### src/rtl/wb_port_arbiter_if.sv
// Write-back port bundle shared by the result producers and the arbiter.
// slave: arbiter side; master: producer/consumer side.
interface wb_port_arbiter_if #(
  parameter int NUM_REQ = 3,
  parameter int SQN_W   = 7,
  parameter int TAG_W   = 7,
  parameter int DATA_W  = 32
);
  localparam int IDX_W = (NUM_REQ > 1) ? $clog2(NUM_REQ) : 1;

  logic [NUM_REQ-1:0]        IN_valid;
  logic [NUM_REQ*SQN_W-1:0]  IN_sqN;
  logic [NUM_REQ*TAG_W-1:0]  IN_tag;
  logic [NUM_REQ*DATA_W-1:0] IN_result;
  logic [NUM_REQ-1:0]        OUT_stall;
  logic                      IN_invalidate;
  logic [SQN_W-1:0]          IN_invalidateSqN;
  logic                      OUT_valid;
  logic [SQN_W-1:0]          OUT_sqN;
  logic [TAG_W-1:0]          OUT_tag;
  logic [DATA_W-1:0]         OUT_result;
  logic [IDX_W-1:0]          OUT_grantIdx;

  modport slave (
    input  IN_valid, IN_sqN, IN_tag, IN_result, IN_invalidate, IN_invalidateSqN,
    output OUT_stall, OUT_valid, OUT_sqN, OUT_tag, OUT_result, OUT_grantIdx
  );

  modport master (
    output IN_valid, IN_sqN, IN_tag, IN_result, IN_invalidate, IN_invalidateSqN,
    input  OUT_stall, OUT_valid, OUT_sqN, OUT_tag, OUT_result, OUT_grantIdx
  );
endinterface

### src/rtl/wb_port_arbiter.sv
// Write-back port arbiter: one holding buffer per result producer, oldest
// sequence number wins the shared port each cycle, flush kills younger
// entries. Optional starvation guard enabled by defining
// WBARB_STARVE_GUARD_EN (default build: pure oldest-first).
module wb_port_arbiter #(
  parameter int NUM_REQ = 3,
  parameter int SQN_W   = 7,
  parameter int TAG_W   = 7,
  parameter int DATA_W  = 32
) (
  input  logic              clk,
  input  logic              rst,
  wb_port_arbiter_if.slave  wb
);
  localparam int IDX_W = (NUM_REQ > 1) ? $clog2(NUM_REQ) : 1;

  logic [NUM_REQ-1:0] buf_valid;
  logic [SQN_W-1:0]   buf_sqn    [NUM_REQ];
  logic [TAG_W-1:0]   buf_tag    [NUM_REQ];
  logic [DATA_W-1:0]  buf_result [NUM_REQ];

  logic [NUM_REQ-1:0] kill_buf;
  logic [NUM_REQ-1:0] kill_in;
  logic [NUM_REQ-1:0] grant_oh;
  logic [NUM_REQ-1:0] stall;
  logic [NUM_REQ-1:0] capture;
  logic               grant_valid;
  logic [IDX_W-1:0]   grant_idx;
  logic [SQN_W-1:0]   best_sqn;

  logic               out_valid;
  logic [SQN_W-1:0]   out_sqn;
  logic [TAG_W-1:0]   out_tag;
  logic [DATA_W-1:0]  out_result;
  logic [IDX_W-1:0]   out_idx;

`ifdef WBARB_STARVE_GUARD_EN
  logic [2:0]         starve_cnt [NUM_REQ];
  logic               starve_hit;
`endif

  // a older than b in wrap-around sequence space: signed(a-b) < 0
  function automatic logic is_older(input logic [SQN_W-1:0] a, input logic [SQN_W-1:0] b);
    logic [SQN_W-1:0] d;
    d = a - b;
    return d[SQN_W-1];
  endfunction

  // a younger than b: signed(a-b) > 0
  function automatic logic is_younger(input logic [SQN_W-1:0] a, input logic [SQN_W-1:0] b);
    logic [SQN_W-1:0] d;
    d = a - b;
    return !d[SQN_W-1] && (d != '0);
  endfunction

  // Kill detection and grant selection (oldest-first, ties to lowest index)
  always_comb begin
    kill_buf    = '0;
    kill_in     = '0;
    grant_valid = 1'b0;
    grant_idx   = '0;
    best_sqn    = '0;
    for (int unsigned i = 0; i < NUM_REQ; i++) begin
      kill_buf[i] = wb.IN_invalidate && is_younger(buf_sqn[i], wb.IN_invalidateSqN);
      kill_in[i]  = wb.IN_invalidate &&
                    is_younger(wb.IN_sqN[i*SQN_W +: SQN_W], wb.IN_invalidateSqN);
      if (buf_valid[i] && !kill_buf[i] &&
          (!grant_valid || is_older(buf_sqn[i], best_sqn))) begin
        grant_valid = 1'b1;
        grant_idx   = IDX_W'(i);
        best_sqn    = buf_sqn[i];
      end
    end
`ifdef WBARB_STARVE_GUARD_EN
    // A starved requester overrides the age order; lowest starved index wins.
    starve_hit = 1'b0;
    for (int unsigned i = 0; i < NUM_REQ; i++) begin
      if (!starve_hit && buf_valid[i] && !kill_buf[i] && starve_cnt[i][2]) begin
        starve_hit  = 1'b1;
        grant_valid = 1'b1;
        grant_idx   = IDX_W'(i);
      end
    end
`endif
  end

  // Per-requester grant decode, back-pressure and capture enable
  always_comb begin
    grant_oh = '0;
    stall    = '0;
    capture  = '0;
    for (int unsigned i = 0; i < NUM_REQ; i++) begin
      grant_oh[i] = grant_valid && (grant_idx == IDX_W'(i));
      stall[i]    = buf_valid[i] && !grant_oh[i];
      capture[i]  = wb.IN_valid[i] && !stall[i] && !kill_in[i];
    end
  end

  // Buffer occupancy: fill on capture (refill wins over grant), drain on grant or kill
  always_ff @(posedge clk) begin
    if (!rst) begin
      buf_valid <= '0;
    end else begin
      for (int unsigned i = 0; i < NUM_REQ; i++) begin
        if (capture[i])
          buf_valid[i] <= 1'b1;
        else if (grant_oh[i] || kill_buf[i])
          buf_valid[i] <= 1'b0;
      end
    end
  end

  // Buffer payload, qualified by buf_valid so no reset needed
  always_ff @(posedge clk) begin
    for (int unsigned i = 0; i < NUM_REQ; i++) begin
      if (capture[i]) begin
        buf_sqn[i]    <= wb.IN_sqN[i*SQN_W +: SQN_W];
        buf_tag[i]    <= wb.IN_tag[i*TAG_W +: TAG_W];
        buf_result[i] <= wb.IN_result[i*DATA_W +: DATA_W];
      end
    end
  end

  // Output valid; the register is reloaded every cycle, so a killed entry
  // presented now is replaced by a non-killed grant (or nothing) at the next edge
  always_ff @(posedge clk) begin
    if (!rst)
      out_valid <= 1'b0;
    else
      out_valid <= grant_valid;
  end

  // Output payload of the granted buffer
  always_ff @(posedge clk) begin
    out_sqn    <= buf_sqn[grant_idx];
    out_tag    <= buf_tag[grant_idx];
    out_result <= buf_result[grant_idx];
    out_idx    <= grant_idx;
  end

`ifdef WBARB_STARVE_GUARD_EN
  // Starvation counters: count cycles spent full and not granted
  always_ff @(posedge clk) begin
    if (!rst) begin
      for (int unsigned i = 0; i < NUM_REQ; i++) starve_cnt[i] <= '0;
    end else begin
      for (int unsigned i = 0; i < NUM_REQ; i++) begin
        if (!buf_valid[i] || grant_oh[i] || kill_buf[i])
          starve_cnt[i] <= '0;
        else if (starve_cnt[i] != '1)
          starve_cnt[i] <= starve_cnt[i] + 3'd1;
      end
    end
  end
`endif

  assign wb.OUT_stall    = stall;
  assign wb.OUT_valid    = out_valid;
  assign wb.OUT_sqN      = out_sqn;
  assign wb.OUT_tag      = out_tag;
  assign wb.OUT_result   = out_result;
  assign wb.OUT_grantIdx = out_idx;
endmodule

### src/flat_wrapper.sv
// flat-port wrapper written by rule: the top's interface ports become plain ports
module wb_port_arbiter_flat 
#(
  parameter int NUM_REQ = 3,
  parameter int SQN_W   = 7,
  parameter int TAG_W   = 7,
  parameter int DATA_W  = 32
)
  (clk, rst, wb_IN_valid, wb_IN_sqN, wb_IN_tag, wb_IN_result, wb_IN_invalidate, wb_IN_invalidateSqN, wb_OUT_stall, wb_OUT_valid, wb_OUT_sqN, wb_OUT_tag, wb_OUT_result, wb_OUT_grantIdx);
  wb_port_arbiter_if #(.NUM_REQ(NUM_REQ), .SQN_W(SQN_W), .TAG_W(TAG_W), .DATA_W(DATA_W)) wb_i ();
  input  logic clk;
  input  logic rst;
  input wire logic [$bits(wb_i.IN_valid)-1:0] wb_IN_valid;
  input wire logic [$bits(wb_i.IN_sqN)-1:0] wb_IN_sqN;
  input wire logic [$bits(wb_i.IN_tag)-1:0] wb_IN_tag;
  input wire logic [$bits(wb_i.IN_result)-1:0] wb_IN_result;
  input wire logic [$bits(wb_i.IN_invalidate)-1:0] wb_IN_invalidate;
  input wire logic [$bits(wb_i.IN_invalidateSqN)-1:0] wb_IN_invalidateSqN;
  output wire logic [$bits(wb_i.OUT_stall)-1:0] wb_OUT_stall;
  output wire logic [$bits(wb_i.OUT_valid)-1:0] wb_OUT_valid;
  output wire logic [$bits(wb_i.OUT_sqN)-1:0] wb_OUT_sqN;
  output wire logic [$bits(wb_i.OUT_tag)-1:0] wb_OUT_tag;
  output wire logic [$bits(wb_i.OUT_result)-1:0] wb_OUT_result;
  output wire logic [$bits(wb_i.OUT_grantIdx)-1:0] wb_OUT_grantIdx;
  assign wb_i.IN_valid = wb_IN_valid;
  assign wb_i.IN_sqN = wb_IN_sqN;
  assign wb_i.IN_tag = wb_IN_tag;
  assign wb_i.IN_result = wb_IN_result;
  assign wb_i.IN_invalidate = wb_IN_invalidate;
  assign wb_i.IN_invalidateSqN = wb_IN_invalidateSqN;
  assign wb_OUT_stall = wb_i.OUT_stall;
  assign wb_OUT_valid = wb_i.OUT_valid;
  assign wb_OUT_sqN = wb_i.OUT_sqN;
  assign wb_OUT_tag = wb_i.OUT_tag;
  assign wb_OUT_result = wb_i.OUT_result;
  assign wb_OUT_grantIdx = wb_i.OUT_grantIdx;
  wb_port_arbiter #(.NUM_REQ(NUM_REQ), .SQN_W(SQN_W), .TAG_W(TAG_W), .DATA_W(DATA_W)) u_core (.clk(clk), .rst(rst), .wb(wb_i));
endmodule
### config.mk
export PLATFORM = sky130hd
export DESIGN_NAME = wb_port_arbiter_flat
export DESIGN_NICKNAME = d
export VERILOG_FILES = /design/src/rtl/wb_port_arbiter_if.sv /design/src/rtl/wb_port_arbiter.sv /design/src/flat_wrapper.sv
export SDC_FILE = /design/constraint.sdc
export NUM_CORES = 1
export LEC_CHECK = 0
export ABC_AREA = 1
export BUFFER_PORTS_ARGS = -buffer_cell sky130_fd_sc_hd__buf_2
export CAP_MARGIN = 5
export CORE_ASPECT_RATIO = 1.4
export CORE_MARGIN = 1.5
export CORE_UTILIZATION = 45
export CTS_BUF_LIST = sky130_fd_sc_hd__clkbuf_8
export CTS_CLUSTER_DIAMETER = 100
export DETAILED_ROUTE_END_ITERATION = 6
export PLACE_DENSITY = 0.72
export SYNTH_ARGS = -nofsm -noshare
export SYNTH_HDL_FRONTEND = slang
export SYNTH_SLANG_ARGS = --single-unit
### constraint.sdc
create_clock -name clk -period 6.55 [get_ports clk]
set_clock_uncertainty 0.1 [all_clocks]
set_input_delay 0.655 -clock clk [delete_from_list [all_inputs] [get_ports clk]]
set_output_delay 0.655 -clock clk [all_outputs]
set_load 0.01 [all_outputs]
# Word-level counts from Yosys, hierarchy flattened
# Memory sizes are Yosys's and may differ from the RTL's. A register that Yosys moved wholly into a read port is not among the register bits.
# Index checks and enable logic that the tools add are counted.
# word_totals
input_bits	151
out_inout_bits	52
reg_bits	6
mem_bits_rw	138
wordCells	101
mem_count	3
# op_classes
n_reduce_logical	64
addsub	8
eq_ne	2
mux	19
# memory_table
name	depth	word_bits	rd	rd_ports_with_merged_regs	wr	line_no	text
u_core.buf_result	3	32	1	1	3	wb_port_arbiter.sv:20	logic [DATA_W-1:0] buf_result [NUM_REQ];
u_core.buf_sqn	3	7	4	1	3	wb_port_arbiter.sv:18	logic [SQN_W-1:0] buf_sqn [NUM_REQ];
u_core.buf_tag	3	7	1	1	3	wb_port_arbiter.sv:19	logic [TAG_W-1:0] buf_tag [NUM_REQ];
# op_table
cell	count
$sub A7 B7 Y7	8
$reduce_bool A7 Y1	6
$logic_and A1 B1 Y1	29
$logic_not A1 Y1	20
$mux W1	16
$mux W7	2
$reduce_bool A2 Y1	3
$logic_or A1 B1 Y1	5
$eq A2 B1 Y1 const B	1
$eq A2 B2 Y1 const B	1
$logic_not A2 Y1	1
$mux W2	1

# Logic depth before layout (Yosys ltp)
# Gate-level depths: netlist (run 1).
# An unclocked memory read counts as a cell.
# depth
ltp_word	25
depth_mapped	38
ltp_nobuf	37

# Least setup slack after synthesis (run 1)
# OpenSTA, ideal clock, no wires.
# synth_timing
path_type	input port to flip-flop
startpoint	input port wb_IN_invalidateSqN[0]
endpoint	memory u_core.buf_result[1][0], enable pin
path_buffers	1
required_ps	6050
setup_time_ps	400
stages	36
arrival_ps	5899
slack_ps	151
path_cell_list	ha_1 inv_1 fa_1 inv_1 nand2_1 a21oi_1 nand3_1 nor2_1 nand2_1 nand2_1 nand2_2 inv_1 nand2_1 ha_1 a21oi_1 nor2_1 a211oi_1 nand2_1 nand2_1 nand3_2 nand2_4 clkbuf_1 or2_2 nand2_1 ha_1 a21oi_1 nor2_1 a211oi_1 nand2_1 nand2_1 nand3_2 nand2_4 nand2_4 nand2_1 nand3_1 inv_1
# synth_lines
item	line_no	text
start, declared	flat_wrapper.sv:18	input wire logic [$bits(wb_i.IN_invalidateSqN)-1:0] wb_IN_invalidateSqN;
end, declared	wb_port_arbiter.sv:20	

==> results of run 1 <==
per-stage QoR:
stage	cell area, µm²	util [%]
after floorplan	8235	-
after global placement	9598	53.55
after detailed placement	9598	53.55
after CTS	10010	55.84
after global routing	10120	56.44
final	10120	56.45
worst min-delay path by stage:
| stage | start | endpoint | slack, ns | cells past startpoint |
|---|---|---|---|---|
| after floorplan | u_core.buf_result[0][0] | u_core.wb.OUT_result[0] | 0.32 | 2 |
| after global placement | u_core.buf_result[0][14] | u_core.wb.OUT_result[14] | 0.32 | 2 |
| after detailed placement | u_core.buf_result[0][13] | u_core.wb.OUT_result[13] | 0.33 | 2 |
| after CTS | wb_IN_tag[20] | u_core.buf_tag[2][6] | 0.23 | 1 |
| after global routing | wb_IN_result[72] | u_core.buf_result[2][8] | 0.22 | 1 |
| final | wb_IN_result[35] | u_core.buf_result[1][3] | 0.26 | 1 |
sequential cells by signal (all words and copies together), names as in the netlist:
register,flops
u_core.wb.OUT_grantIdx,2
u_core.buf_result,96
u_core.wb.OUT_valid,1
u_core.wb.OUT_result,32
u_core.wb.OUT_tag,7
u_core.buf_tag,21
u_core.wb.OUT_sqN,7
u_core.buf_valid,3
u_core.buf_sqn,21
power by group:
part | total, W | switching [W] | internal (W)
clock | 0.000772 | 0.000449 | 0.000322
combinational | 0.000604 | 0.000362 | 0.000242
sequential | 0.00151 | 0.0000484 | 0.00146
total | 0.00289 | 0.000860 | 0.00203
worst max-delay path: cells and delay by family, from the launching register on:
family / cells / cell delay (ns)
AND/OR/NAND/NOR: 20 / 1.98
buffers and inverters: 6 / 0.52
adder cells (fa/ha/maj): 4 / 1.12
AO/OA/AOI/OAI: 5 / 0.90
flip-flops: 1 / 0.40
cell families after synthesis:
logic type	Yosys count	share of synthesized area, %
buffers and inverters	78	4.528
flip-flops	190	62.96
adder cells (fa/ha/maj)	52	8.447
XOR/XNOR	27	2.872
AND/OR/NAND/NOR	306	16.64
AO/OA/AOI/OAI	68	4.558
cell usage in the layout (no fill, tap or decap), drive strengths merged:
master      n
o221ai      1
a211oi      2
edfxtp    138
diode       7
a41oi       1
o21ai      27
clkbuf     17
o311ai      3
clkinv      6
nand4       6
nor2       12
or2         7
xnor2       6
buf       223
nand3      59
bufinv      1
xor2       21
fa          6
ha         46
clkinvlp    1
dfxtp      52
a21o        1
nand2     222
a21oi      31
inv        70
a21boi      1
o211ai      1
timing repair:
item	CTS	global route
endpoints found under the setup margin	0	81
resized for setup	0	9
setup buffers	0	7
layout make-up:
type | count | share of cell area, %
Sequential cell | 190 | 51.24
Multi-Input combinational cell | 453 | 26.81
Timing Repair Buffer | 223 | 12.29
Tap cell | 240 | 2.968
Inverter | 63 | 2.448
Clock buffer | 17 | 2.312
Clock inverter | 15 | 1.756
Antenna cell | 7 | 0.1731
per-layer routing:
metal | GRT usage, % | wire length [µm] | vias up
li1 | - | - | 2929
met2 | 37.17 | 10350 | 176
met3 | 4.504 | 959 | 49
met1 | 23.22 | 7245 | 2765
met4 | 11.39 | 784 | 2
met5 | 0 | 10 | -
==> results.md, run 1 <==
Min path:
- The worst hold path belongs to the class primary input to flop.

Cells and area:
- The filler cells instantiated in the layout total around 1600.
- The post-route netlist has about a third of its cells at a drive strength greater than 1.
- The net count of the finished layout is 1151.
- In the final layout, flip-flops and latches occupy ~0.0052 mm².
- Relative to the synthesized area, the layout overhead comes to 22.87%.
- The multi-input logic area is 0.002713 mm².
- The finished layout holds approximately 1200 standard cells, fillers aside.

Power:
- The peak supply drop is between 0.1 and 0.15 mV.
- In this run the static leakage power is about 4.5 nW.
- The total power density per cell area is around 290 mW/mm².
- Overall power consumption after layout is estimated at 0.002887 W.

Place:
- The total half-perimeter wirelength after legalization and detailed placement is about 15 mm.
- The global placement routability congestion is a little over 0.9.
- The post-placement setup slack is around 0.15 ns.
- The count of input and output buffers is around 200.
- Once placement completed, the tool counted placed cells totaling 1162.

Logic synthesis:
- The synthesized design contains around 140 enable-type register cells.
- Counting flops and latches in the post-synthesis netlist gives 190.
- The proportion of netlist area held by the largest area contributor is between 50% and 60%.
- Summing every instance area after synthesis gives 0.008235 mm².
- The cell count after synthesis came out at 721.
- The async set-or-reset flop fraction in the synthesized netlist is 0%.
- The share of the yosys chip area belonging to registers is 62.96%.
- The most used flip-flop cell after synthesis is sky130_fd_sc_hd__edfxtp_1.
- The mean area per synthesized cell is around 11 µm².
- The number of library cell types mapped by synthesis is 34.
- Ranked by total cell area, the synthesized netlist is headed by sky130_fd_sc_hd__edfxtp_1, sky130_fd_sc_hd__dfxtp_1, sky130_fd_sc_hd__nand2_1.
- The Yosys warning count is 0.
- The number of nets in the synthesized netlist is 924.
- The post-synthesis cell type with the largest combined area is sky130_fd_sc_hd__edfxtp_1.
- The commonest cells after synthesis are sky130_fd_sc_hd__nand2_1, sky130_fd_sc_hd__edfxtp_1, sky130_fd_sc_hd__inv_1.
- The most frequent cell after synthesis is sky130_fd_sc_hd__nand2_1.

Floorplanning:
- The floorplan step defined a core boundary enclosing roughly 0.018 mm².
- The die is 163.1 µm tall.
- The effective utilization at floorplan is 45.94%.
- The die is approximately 120 µm wide.
- The number of top-level design ports is about 200.
- The total die area is about 0.019 mm².
- The number of rows in the core area is 58.

Setup path:
- The required arrival time at the worst endpoint is 5.79 ns.
- The largest incremental delay on the critical path is ~0.43 ns.
- For the worst flop-to-flop path, the logic depth is 36.
- For flop-to-flop paths, the worst setup slack is 0.87 ns.
- Along the worst path, the maximum fanout reaches 14.
- The standard cell with the maximum stage delay on the critical path is sky130_fd_sc_hd__fa_2.
- The worst reg2reg path startpoint is u_core.buf_sqn[0][0].
- The sort of element at the start of the critical path is a flop.
- In this run the critical register-to-register path is captured at u_core.buf_sqn[1][5].
- The arrival time reported for the critical path endpoint is 5.38 ns.
- The critical path class is flop to output port.
- By instance count, the cell type seen most on the critical path is sky130_fd_sc_hd__nand2_1.
- The capturing element of the worst setup path is wb_OUT_stall[0].
- The most critical setup path has its startpoint at u_core.buf_sqn[0][0].
- The worst setup path is captured at an output port.

CTS:
- Hold repair after CTS inserted 0 buffers.
- Clock-pin slew was measured on the worst setup and hold paths at between 0.1 and 0.15 ns.
- The H-tree generated during clock tree synthesis spans 4 levels.
- The insertion delay to the later sink of the worst-skew pair is 0.46 ns.
- The number of buffers created by CTS is 17.
- The cell at the root of the clock tree is sky130_fd_sc_hd__clkbuf_8.
- The maximum clock insertion buffer count is 2.
- The sink count of the clock tree is 190.
- The CTS tree is built.

Detailed routing:
- After detailed routing, the total wire length is between 15 and 20 mm.
- The via count is approximately 6000.
- The DRC marker count from the first detailed-route iteration is 363.
- The residual antenna-violating net count after detailed routing is 0.
- After detailed routing, the average wire length per cell comes to between 15 and 20 µm.
- Using the TritonRoute via totals, the vias-per-cell ratio works out to about 4.9.
- The number of iterations in the first detailed-routing pass is 4.
- After detailed routing, the number of remaining DRC violations is 0.

STA:
- The final count of pins violating max slew is 0.
- The final hold violation count is 0.
- At the pin with the least slew margin, the transition time is between 0.6 and 0.7 ns.
- The highest clock frequency the design can meet is approximately 160 MHz.
- The routed design could run at a clock period as short as approximately 6.1 ns.
- Summed over all failing endpoints, the final setup total negative slack is 0 ns.
- The slack of the critical path is about 0.42 ns.
- The worst slack on hold paths is about 0.26 ns.
- The worst pin sits at a relative slew slack of 57.75%.
- The total setup violations reported at the end of the flow is 0.
- In the finished design, the share of the clock period the worst path needs comes to between 90 and 100%.

Global route:
- The largest net degree at the start of global routing is 41.
- Summed over all layers, the global routing overflow is 0.
- The initial antenna violation count came to 8.
- The total global routing track utilization is approximately a fifth.
- The number of global-route vias before repair is between 5000 and 6000.
- The first global-routing pass estimated 30.06 mm of wire.

Run status:
- The flow ran to the end, and the final reports show no timing, DRC or antenna violations.

Flow run:
- Max-cap violations in this run came to 0.
(Power assumes the default switching activity.)
==> run 2: changes to the inputs <==
- PLACE_DENSITY: 0.72 -> 0.69
- RECOVER_POWER: default -> 100
- clock period: 6.55 -> 6.6 ns (I/O delays scaled with it)
==> run 2 against run 1 <==
Net effect:
- non-clock buffer count grew 1
- sequential power is essentially flat
- first-iteration DRC count shrank 15%
- clock power grew 6.5%
- wire length grew 1.6%
- register-to-register slack is essentially flat
- power grew 0.64%
- count of clock-buffer cells in the layout is the same
- via count shrank 1.4%
- sequential share of layout area grew 0.34 points
- global-route usage shrank 0.092 points
- design area shrank 0.67%
- highest routed layer is now met4
==> results.md, run 2 (synthesis gave the netlist of run 1 again) <==
CTS:
- The cell at the root of the clock tree is sky130_fd_sc_hd__clkbuf_8.
- The sink count of the clock tree is 190 (unchanged).
- The clock transition at the registers of the reported paths came to 0.11 ns (about the same).
- The insertion delay to the later sink of the worst-skew pair is 0.47 ns (about the same).
- TritonCTS built the clock tree.
- The number of buffers created by CTS came to 17 (unchanged).
- The maximum clock insertion buffer count came to 2 (unchanged).
- The count of H-tree levels built during CTS is 4 (unchanged).

Detailed routing:
- The post-detailed-route DRC marker count is 0 (unchanged).
- The average routed wire per standard cell is 16.28 µm (+1.7%).
- The DRC marker count from the first detailed-route iteration is 307 (-15%).
- The number of iterations in the first detailed-routing pass came to 4 (unchanged).
- The via count is 5836 (-1.4%).
- The residual antenna-violating net count after detailed routing is 0 (unchanged).
- The final routed wirelength across all metal layers came to 19.66 mm (+1.6%).
- The average vias per placed instance is 4.835 (-1.4%).

Place:
- The total half-perimeter wirelength after legalization and detailed placement was 14.63 mm (+0.28%).
- The count of input and output buffers is 202 (unchanged).
- The global placement routability congestion is 0.9285 (+1.5%).
- The standard cell area after detailed placement is 0.009598 mm² (unchanged).
- The number of cells in the design after placement was 1162 (unchanged).

Global route:
- The number of global-route vias before repair is 5903 (+2.1%).
- The total global routing track utilization is 20.73% (-0.092 points).
- The largest net degree at the start of global routing is 41 (unchanged).
- The initial antenna violation count is 5 (-3).
- The residual overflow from global routing came to 0 (unchanged).
- The global-route wire length before repair is 30.10 mm (+0.14%).

Floorplanning:
- The standard cell core area is 0.01792 mm² (unchanged).
- The number of rows in the core area was 58 (unchanged).
- The x dimension of the die is 117.3 µm (unchanged).
- The effective utilization at floorplan is 45.94% (unchanged).
- The total die area came to 0.01913 mm² (unchanged).
- The number of top-level design ports was 203 (unchanged).
- The height of the die is 163.1 µm (unchanged).

Setup path:
- The arrival time reported for the critical path endpoint came to 5.42 ns (+0.04 ns).
- The required arrival time at the worst endpoint is 5.84 ns (+0.05 ns).
- The worst register-to-register path ends at u_core.buf_result[1][29].
- Among all stages on the critical path, the largest delay is contributed by sky130_fd_sc_hd__fa_2.
- The critical path class is flop to output port.
- The cell repeated most along the worst path is sky130_fd_sc_hd__nand2_1.
- The sort of element at the start of the critical path is a flop.
- The largest incremental delay on the critical path is 0.43 ns (about the same).
- The worst reg2reg path startpoint is u_core.buf_sqn[0][0].
- The cell depth of the worst flop-to-flop path is 36 (unchanged).
- The largest fanout of any net on the critical path is 8 (-6).
- The critical path depth in cells is 35 (unchanged).
- The setup slack of the most critical reg-to-reg path is 0.88 ns (about the same).
- The number of buffers and inverters on the critical path is 6 (unchanged).
- The cell family contributing the most delay on the critical path is simple AND/OR/NAND/NOR gates.
- STA classifies the critical path endpoint as an output port.

Min path:
- The min-delay analysis places its worst path in the category primary input to flop.
- The cell depth of the worst hold path is 1 (unchanged).
- The source of the worst hold timing path is wb_IN_tag[15].
- The hold-critical path endpoint is u_core.buf_tag[2][1].

STA:
- The final critical path takes up 93.67% of the cycle.
- The final hold violation count is 0 (unchanged).
- The total setup violations reported at the end of the flow was 0 (unchanged).
- The final count of pins violating max slew is 0 (unchanged).
- For the finished layout, the period the worst path requires is 6.182 ns.
- The worst slack on hold paths came to 0.2593 ns (-0.001066 ns).
- The highest clock frequency the design can meet is 161.8 MHz.
- The tightest slew margin relative to the limit was 59.41% (+1.7 points).
- The transition time at the pin with the least slew margin came to 0.6012 ns (-0.02456 ns).

Cells and area:
- The commonest non-fill, non-tap cell in the layout is sky130_fd_sc_hd__nand2_1.
- The share of final-layout standard cells stronger than drive strength 1 is 24.01% (-7.5 points).
- The number of flip-flops under the largest register name is 96 (unchanged).
- The final non-filler cell total came to 1207 (-0.083%).
- The total number of nets in the final design is 1152 (+0.087%).
- The cell area after layout is 0.01005 mm² (-0.67%).
- The register containing the most flip-flops in the final layout is u_core.buf_result.
- The top cell types in the final layout, fill and taps aside, are sky130_fd_sc_hd__nand2_1, sky130_fd_sc_hd__edfxtp_1, sky130_fd_sc_hd__buf_2, sky130_fd_sc_hd__clkbuf_1, sky130_fd_sc_hd__inv_1.
- From synthesis to final layout, the design area changed by 22.05%.

Power:
- The leakage power figure came to 4.350 nW (-4.3%).
- The total power density per cell area came to 289.0 mW/mm² (+1.3%).
- The peak supply drop came to 0.1476 mV (+4.7%).

Run status:
- The run finished with clean final reports.

Flow run:
- The number of max-cap violations was 0 (unchanged).
-- run 2: cell count changes in the layout (fill, tap and decap cells not counted), moves of 2 or more --
cell,change
sky130_fd_sc_hd__diode_2,-2
sky130_fd_sc_hd__clkbuf_1,+74
sky130_fd_sc_hd__inv_6,-3
sky130_fd_sc_hd__inv_8,+3
sky130_fd_sc_hd__buf_2,-74
-- run 2: final cells by class --
type	count	area, µm²
Fill cell	1640	7874
Sequential cell	190	5185
Multi-Input combinational cell	453	2693
Timing Repair Buffer	224	1159
Tap cell	240	300.3
Inverter	63	247.7
Clock buffer	17	234.0
Clock inverter	15	220.2
Antenna cell	5	12.51
-- run 2: layer usage --
metal | track usage [%] | wire (µm) | up-vias
met1 | 22.57 | 7573 | 2701
met3 | 3.736 | 876 | 40
met5 | 0 | 0 | -
met2 | 38.66 | 10520 | 174
met4 | 10.38 | 686 | 0
li1 | - | - | 2921
-- run 2: power breakdown --
group | switching, W | total [W] | internal, W
logic | 0.000362 | 0.000581 | 0.000218
clock network | 0.000456 | 0.000822 | 0.000366
registers | 0.0000507 | 0.00150 | 0.00145
-- run 2: worst max path at each step --
stage | start | endpoint
after floorplan | wb_IN_invalidateSqN[0] | u_core.buf_result[1][0]
after global placement | wb_IN_invalidateSqN[0] | wb_OUT_stall[0]
after detailed placement | wb_IN_invalidateSqN[0] | u_core.buf_result[1][30]
after CTS | u_core.buf_sqn[0][0] | wb_OUT_stall[1]
after global routing | u_core.buf_sqn[0][0] | wb_OUT_stall[0]
final | u_core.buf_sqn[0][0] | wb_OUT_stall[1]
-- run 2: per-stage QoR --
stage / TNS, ns / util (%) / power, W / setup WS (ns)
2_1_floorplan: 0 / - / 0.001884 / 0.1960
3_3_place_gp: 0 / 53.55 / 0.002107 / 0.4034
3_5_place_dp: 0 / 53.55 / 0.002125 / 0.2343
4_1_cts: 0 / 56.08 / 0.002947 / 0.08275
5_1_grt: -0.08698 / 56.07 / 0.003064 / -0.04439
6_report: 0 / 56.07 / 0.002905 / 0.4178
-- run 2: what timing repair did --
action                     4_1_cts  5_1_grt
hold buffers                     0        0
setup buffers                    0        8
gates resized for setup          0        7
setup endpoints to repair        0        3
